<file path="src/rtl/sin_cos_cordic.sv">
// Iterative sine/cosine of an integer-degree angle: restoring mod-360 reduction,
// quadrant fold into [-90,90], then rotation-mode CORDIC; results scaled by SCALE.
module sin_cos_cordic #(
  parameter int W     = 16,
  parameter int OW    = 16,
  parameter int SCALE = 10000,
  parameter int ITER  = 16,
  parameter int AF    = 16,
  parameter int G     = 4
) (
  input  logic                 clk,
  input  logic                 rst_n,
  input  logic                 start,
  input  logic [W-1:0]         angle,
  output logic                 busy,
  output logic                 done,
  output logic signed [OW-1:0] sin_out,
  output logic signed [OW-1:0] cos_out
);

  localparam int XW   = OW + G + 2;
  localparam int ZW   = AF + 10;
  localparam int MAXC = (W > ITER) ? W : ITER;
  localparam int CW   = $clog2(MAXC + 1);

  typedef enum logic [2:0] {
    IDLE,
    REDUCE,
    FOLD,
    ROTATE,
    OUTPUT
  } state_e;

  function automatic logic [ITER*ZW-1:0] gen_atan();
    logic [ITER*ZW-1:0] tab;
    real r;
    tab = '0;
    for (int unsigned i = 0; i < ITER; i++) begin
      r = $atan(1.0 / (2.0 ** i)) * 180.0 / 3.14159265358979323846 * (2.0 ** AF);
      tab[i*ZW +: ZW] = ZW'($rtoi(r + 0.5));
    end
    return tab;
  endfunction

  function automatic logic signed [XW-1:0] gen_x0();
    real k;
    k = 1.0;
    for (int unsigned i = 0; i < ITER; i++) begin
      k = k / $sqrt(1.0 + 1.0 / (2.0 ** (2 * i)));
    end
    return XW'($rtoi(k * SCALE * (2.0 ** G) + 0.5));
  endfunction

  localparam logic [ITER*ZW-1:0]     ATAN_PK = gen_atan();
  localparam logic signed [XW-1:0]   X0      = gen_x0();
  localparam logic signed [XW-1:0]   HALF    = XW'(2 ** (G - 1));
  localparam logic signed [XW-1:0]   SAT_HI  = XW'(SCALE);
  localparam logic signed [XW-1:0]   SAT_LO  = XW'(-SCALE);
  localparam logic signed [ZW-1:0]   D180    = ZW'(180);
  localparam logic signed [ZW-1:0]   D360    = ZW'(360);

  function automatic logic signed [OW-1:0] sat(input logic signed [XW-1:0] v);
    if (v > SAT_HI) return OW'(SCALE);
    if (v < SAT_LO) return OW'(-SCALE);
    return OW'(v);
  endfunction

  state_e                state_q, state_d;
  logic [W-1:0]          a_q, a_d;
  logic [CW-1:0]         cnt_q, cnt_d;
  logic signed [XW-1:0]  x_q, x_d, y_q, y_d;
  logic signed [ZW-1:0]  z_q, z_d;
  logic                  cos_neg_q, cos_neg_d;
  logic                  busy_q, busy_d;
  logic                  done_q, done_d;
  logic signed [OW-1:0]  sin_q, sin_d, cos_q, cos_d;

  logic [W:0]            red_mod;
  logic [8:0]            a9;
  logic signed [ZW-1:0]  fold_deg;
  logic                  fold_neg;
  logic signed [XW-1:0]  x_sh, y_sh;
  logic signed [ZW-1:0]  atan_i;
  logic signed [XW-1:0]  s_rnd, c_rnd, c_sgn;

  always_comb begin
    state_d   = state_q;
    a_d       = a_q;
    cnt_d     = cnt_q;
    x_d       = x_q;
    y_d       = y_q;
    z_d       = z_q;
    cos_neg_d = cos_neg_q;
    busy_d    = busy_q;
    done_d    = 1'b0;
    sin_d     = sin_q;
    cos_d     = cos_q;

    red_mod = (W+1)'(360) << cnt_q;

    a9 = a_q[8:0];
    if (a9 <= 9'd90) begin
      fold_deg = ZW'(a9);
      fold_neg = 1'b0;
    end else if (a9 <= 9'd270) begin
      fold_deg = D180 - ZW'(a9);
      fold_neg = 1'b1;
    end else begin
      fold_deg = ZW'(a9) - D360;
      fold_neg = 1'b0;
    end

    x_sh   = x_q >>> cnt_q;
    y_sh   = y_q >>> cnt_q;
    atan_i = ATAN_PK[int'(cnt_q)*ZW +: ZW];

    s_rnd = (y_q + HALF) >>> G;
    c_rnd = (x_q + HALF) >>> G;
    c_sgn = cos_neg_q ? -c_rnd : c_rnd;

    unique case (state_q)
      IDLE: begin
        if (start) begin
          a_d     = angle;
          cnt_d   = CW'(W - 9);
          busy_d  = 1'b1;
          state_d = REDUCE;
        end
      end
      REDUCE: begin
        // Restoring remainder: subtract 360*2^k whenever it fits, k descending.
        if ({1'b0, a_q} >= red_mod) a_d = a_q - red_mod[W-1:0];
        if (cnt_q == '0) state_d = FOLD;
        else             cnt_d   = cnt_q - CW'(1);
      end
      FOLD: begin
        z_d       = fold_deg <<< AF;
        cos_neg_d = fold_neg;
        x_d       = X0;
        y_d       = '0;
        cnt_d     = '0;
        state_d   = ROTATE;
      end
      ROTATE: begin
        if (!z_q[ZW-1]) begin
          x_d = x_q - y_sh;
          y_d = y_q + x_sh;
          z_d = z_q - atan_i;
        end else begin
          x_d = x_q + y_sh;
          y_d = y_q - x_sh;
          z_d = z_q + atan_i;
        end
        if (cnt_q == CW'(ITER - 1)) state_d = OUTPUT;
        else                        cnt_d   = cnt_q + CW'(1);
      end
      OUTPUT: begin
        sin_d   = sat(s_rnd);
        cos_d   = sat(c_sgn);
        done_d  = 1'b1;
        busy_d  = 1'b0;
        state_d = IDLE;
      end
      default: state_d = IDLE;
    endcase
  end

  always_ff @(posedge clk or negedge rst_n) begin
    if (!rst_n) begin
      state_q   <= IDLE;
      a_q       <= '0;
      cnt_q     <= '0;
      x_q       <= '0;
      y_q       <= '0;
      z_q       <= '0;
      cos_neg_q <= 1'b0;
      busy_q    <= 1'b0;
      done_q    <= 1'b0;
      sin_q     <= '0;
      cos_q     <= '0;
    end else begin
      state_q   <= state_d;
      a_q       <= a_d;
      cnt_q     <= cnt_d;
      x_q       <= x_d;
      y_q       <= y_d;
      z_q       <= z_d;
      cos_neg_q <= cos_neg_d;
      busy_q    <= busy_d;
      done_q    <= done_d;
      sin_q     <= sin_d;
      cos_q     <= cos_d;
    end
  end

  assign busy    = busy_q;
  assign done    = done_q;
  assign sin_out = sin_q;
  assign cos_out = cos_q;

endmodule

</file>
<file path="config.mk">
export PLATFORM = sky130hd
export DESIGN_NAME = sin_cos_cordic
export DESIGN_NICKNAME = d
export VERILOG_FILES = /design/src/rtl/sin_cos_cordic.sv
export SDC_FILE = /design/constraint.sdc
export NUM_CORES = 1
export LEC_CHECK = 0
export BUFFER_PORTS_ARGS = -buffer_cell sky130_fd_sc_hd__buf_2
export CORE_ASPECT_RATIO = 0.7
export CORE_MARGIN = 3
export CORE_UTILIZATION = 40
export DETAILED_ROUTE_END_ITERATION = 12
export GPL_ROUTABILITY_DRIVEN = 0
export SYNTH_ARGS = -nofsm -noshare
export SYNTH_HDL_FRONTEND = slang
export SYNTH_SLANG_ARGS = --single-unit
</file>
<file path="constraint.sdc">
create_clock -name clk -period 6 [get_ports clk]
set_clock_uncertainty 0.05 [all_clocks]
set_input_delay 0.3 -clock clk [delete_from_list [all_inputs] [get_ports clk]]
set_output_delay 0.3 -clock clk [all_outputs]
set_load 0.005 [all_outputs]
</file>
; After elaboration in Yosys (flattened, before gate mapping)
; Index checks and enable logic that the tools add are counted.
[word_totals]
input_bits = 19
regBits = 129
[op_classes]
mux = 43
reduce_logical = 10
n_addsub = 14
mul = 1
shift = 4
n_eq_ne = 11
n_lt_le_gt_ge = 7
[ops]
columns = operator, n
row1 = $shiftx A416 B11 Y26 const A, 1
row2 = $mux W16, 10
row3 = $pmux W22 S2, 2
row4 = $mux W22, 3
row5 = $pmux W26 S2, 1
row6 = $add A22 B22 Y22, 2
row7 = $add A22 B5 Y22 const B, 2
row8 = $sshr A22 B5 Y22, 2
row9 = $sub A22 B22 Y22, 2
row10 = $pmux W16 S2, 1
row11 = $add A26 B26 Y26, 1
row12 = $mux W26, 1
row13 = $sub A26 B26 Y26, 1
row14 = $gt A22 B15 Y1 const B, 1
row15 = $lt A22 B15 Y1 const B, 1
row16 = $neg A18 Y22, 1
row17 = $mux W10, 2
row18 = $pmux W5 S4, 1
row19 = $gt A18 B15 Y1 const B, 1
row20 = $lt A18 B15 Y1 const B, 1
row21 = $ge A16 B17 Y1, 1
row22 = $shl A9 B5 Y17 const A, 1
row23 = $sub A16 B16 Y16, 1
row24 = $mux W5, 3
row25 = 23 further kinds, 47

; Longest topological paths before layout
[depth]
depth_word = 10
mapped_depth = 26

; Worst setup path after synthesis
; Ideal clock, no wire load.
[synth_timing]
path_type = register to register
start = register cnt_q[2]
end = register y_q[20]
n_path_buf = 7
synth_period_minus_slack_ns = 5.676
path_slack_ns = 0.324
t_required_ns = 5.808
path_stages_with_launch = 23
setup_ns = 0.142
t_arrival_ns = 5.485
cell_sequence = dfrtp_1 > clkbuf_1 > buf_2 > clkbuf_1 > buf_1 > buf_2 > buf_1 > buf_1 > o21ai_0 > o21a_1 > ha_1 > o21ai_0 > fa_1 > a21o_1 > a21o_1 > a2111oi_0 > o311ai_0 > a21oi_1 > o21ai_0 > a31o_2 > a311oi_1 > xor2_1 > o21ai_0
[synth_via]
elab_chain_len = 4
elab_cells_between_ends = 5
classes_between = add/sub: 2 / shift: 1 / mux: 2
[synth_lines]
columns = element, line
row1 = "start, declared", 70  ; logic [CW-1:0] cnt_q, cnt_d;
row2 = "start signal, assigned", 184  ; cnt_q <= cnt_d;
row3 = $sshr A22 B5 Y22 (*), 113  ; x_sh = x_q >>> cnt_q;
row4 = $add A22 B22 Y22 / $sub A22 B22 Y22 (equally long branches), "147, 151"
row5 = $mux W22 (*), 145  ; if (!z_q[ZW-1]) begin
row6 = $pmux W22 S2 (*), 121  ; unique case (state_q)
row7 = "end signal, assigned", 186  ; y_q <= y_d;
row8 = "end, declared", 71  ; logic signed [XW-1:0] x_q, x_d, y_q, y_d;
; Mark *: on every way between the ends. The rest lies on a longest branch, timed or not.
; A chain may end at the register's enable or synchronous reset.

; Final worst setup path
[layout_timing]
start = register cnt_q[0]
end = register z_q[24]
[layout_via]
elab_chain_len = 5
elab_cells_between_ends = 6
classes_between = add/sub: 2 / mul: 1 / shift: 1 / mux: 2
[layout_lines]
columns = element, line
row1 = $mul A5 B4 Y9 (*), 115  ; atan_i = ATAN_PK[int'(cnt_q)*ZW +: ZW];
row2 = $shiftx A416 B11 Y26 (*), 115
row3 = $sub A26 B26 Y26 / $add A26 B26 Y26 (equally long branches), "148, 152"
row4 = $mux W26 (*), 145
row5 = $pmux W26 S2 (*), 121
row6 = "end signal, assigned", 187  ; z_q <= z_d;
row7 = "end, declared", 72  ; logic signed [ZW-1:0] z_q, z_d;
; Marked as above.

==> reports/results.ini <==
[clock_tree]
clockBufferDepth = 2
htreeDepth = 4
numCtsBuffers = 17
cts.sinks = 129
clkLatencyLatePin_ps = 450
cts_root_buf = clkbuf_16
cts_tree = yes
path_clk_slew_ps = 70

[setup_path]
rr_startpoint = cnt_q[0]
worstPathArrival_ps = 5980
worst-path-max-fanout = 22
cp.required_ps = 6280
cp-end-kind = flip-flop
r2r_cells = 21
timing.rr.end = z_q[24]
crit_type = reg2reg
r2r_slack_ps = 300
crit_path_start = cnt_q[0]
critPathCapture = z_q[24]
start_kind = flip-flop

[grt]
grt_pass1_vias = 14390
antenna_found_initial = 0
grt_pass1_wl_um = 82030
gr-usage-all-layers_pct = 24.44
grt_overflow = 0
grt_max_degree = 76

[detailed_routing]
viasPerCell = 6.137
drt_iter0_drc = 1687
drc_errors = 0
drt_pass1_iterations = 6
vias = 15690
ant_nets = 0
drt_wl_total_um = 51860
wl_per_cell_um = 20.28

[logic_synthesis]
yosysMostFrequentCell = nand2_1
synthTopCellsByCount = 218 x nand2_1, 163 x nor2_1, 156 x a21oi_1, 151 x o21ai_0, 129 x dfrtp_1
async_flop_share_pct = 100.0
synthSimpleGateAreaFrac_pct = 21.05
synth_area_leaders = dfrtp_1 20%, ha_1 8.5%, nand2_1 5.2%
synthFlopType = dfrtp_1
synth_cells = 1999
synth-seq-cells = 129
synth_area_mm2 = 0.01583
synth_edf_count = 0
yosysTopAreaCell = dfrtp_1
syn_area_per_cell_um2 = 7.920
synth_top_area_share_pct = 20.39
yosysWarningCount = 0
synth_top_family_by_area = compound AO/OA/AOI/OAI gates
synthMuxAreaShare_pct = 9.516
syn-num-nets = 2130
synth_compound_area_share_pct = 25.57
synthDistinctLibCells = 107
yosys.area_share.adder_pct = 9.105
ys_seq_area_share_pct = 20.39
synth-xor-area-share_pct = 9.176

[layout]
fin_util_pct = 45.29
nets = 2148
area_delta_synth_final_pct = 10.81
drive_gt1_share_pct = 14.53
n_antenna_cell = 0

[run]
cap_violations = 0

[sta]
max_freq_ghz = 0.1754
hold_viol = 0
fin_crit_sh_pct = 95.03
report.final.slew_viol_count = 0
setup_viol = 0
relSlewSlack_pct = 30.75
tightest_slew_ps = 1036
finalCriticalPeriod_ps = 5702

[floorplanning]
core_area_mm2 = 0.03874
die-area_mm2 = 0.04204
die_x_um = 243.8
start_util_pct = 40.87
die_height_um = 172.5
num_io_pins = 53
num_rows = 60

[placement]
dpl.hpwl_um = 38560
portBuffers = 52

[hold_path]
min_path_type = in2reg

[outcome]
status = complete, no violations

[critical path, cell delays in order, from the launching register on]
cell	delay, ps
dfrtp_4	570
buf_12	190
inv_2	250
ha_1	380
inv_1	160
nor2_1	70
a21oi_1	280
nor2_1	70
nor3_1	430
nor4_1	110
or2_2	350
xnor2_1	150
ha_1	360
a21oi_1	210
o21ai_0	140
a221o_1	310
a41o_1	230
a41oi_1	300
a21oi_1	210
a311oi_1	420
nor4b_1	90
a211o_1	240
[timing repair]
| item | CTS | global route |
|---|---|---|
| hold endpoints to repair | 76 | 0 |
| endpoints found under the setup margin | 0 | 12 |
| resized for setup | 0 | 9 |
| buffers inserted | 0 | 10 |
| hold buffers | 3 | 0 |
[worst min path at each step]
| stage | startpoint | to | slack, ps | depth (start not counted) |
|---|---|---|---|---|
| after global placement | rst_n | x_q[5] | 360 | 1 |
| final | angle[2] | a_q[2] | 20 | 3 |
| after global routing | angle[2] | a_q[2] | 40 | 3 |
| after floorplan | rst_n | a_q[0] | -50 | 0 |
| after detailed placement | rst_n | x_q[7] | 360 | 1 |
| after CTS | angle[2] | a_q[2] | 9 | 3 |
[logic make-up after synthesis]
kind of cell / count (synthesis)
AO/OA/AOI/OAI: 621
XOR/XNOR: 165
adder cells (fa/ha/maj): 113
buffers and inverters: 194
flip-flops: 129
multiplexers: 104
AND/OR/NAND/NOR: 673
[routing by layer]
metal	up-vias	track usage [%]	part of all wire (%)
met5	-	0	0
met4	0	5.366	1.5
met3	64	7.735	11
met2	743	32.98	39
met1	7474	37.25	49
li1	7412	-	-
[sequential cells by signal, summed over array words and instances (netlist names), 3 cells and up]
| signal | cells |
|---|---|
| cnt_q | 5 |
| x_q | 22 |
| sin_out | 16 |
| a_q | 16 |
| y_q | 22 |
| cos_out | 16 |
| state_q | 3 |
| z_q | 26 |
[stage by stage]
| stage | setup WS, ps | instances | area [µm²] | hold WS (ps) | TNS, ps |
|---|---|---|---|---|---|
| 6_report | 298.3 | 2557 | 17540 | 20.03 | 0 |
| 5_1_grt | -12.80 | 2557 | 17540 | 35.48 | -12.80 |
| 4_1_cts | 95.86 | 2547 | 17440 | 9.127 | 0 |
| 3_5_place_dp | 129.5 | 2512 | 16740 | 360.6 | 0 |
| 3_3_place_gp | 214.3 | 2512 | 16740 | 359.7 | 0 |
| 2_1_floorplan | 323.8 | 1999 | 15830 | -45.59 | 0 |
[final cells by class]
class,instances,area (µm²)
timing repair buffer,139,964.7
sequential,129,3237
tap,527,659.4
inverter,54,202.7
clock buffer,20,456.7
fill,3878,21190
clock inverter,12,205.2
multi-input combinational,1676,11820
[cells in the final DEF, fill, tap and decap left out, drive strengths merged, types with 23 or more instances in the layout]
master  netlist  layout
buf          45     136
mux2i        38      38
nor2b        30      30
nand2b       23      23
o21a         25      25
xnor2        94      94
a21o         33      33
xor2         71      71
o21ai       162     162
a21oi       159     159
a211oi       26      26
dfrtp       129     129
nor2        164     164
a31oi        30      30
and3         27      27
inv          52      54
ha          108     108
nand2       219     219
mux2         32      32
nand3        40      40
nor3         39      39
mux4         34      34
nand4        23      23
Power is not shown: default switching activity piles up to over one toggle a cycle in this logic, so the estimate is an artifact.
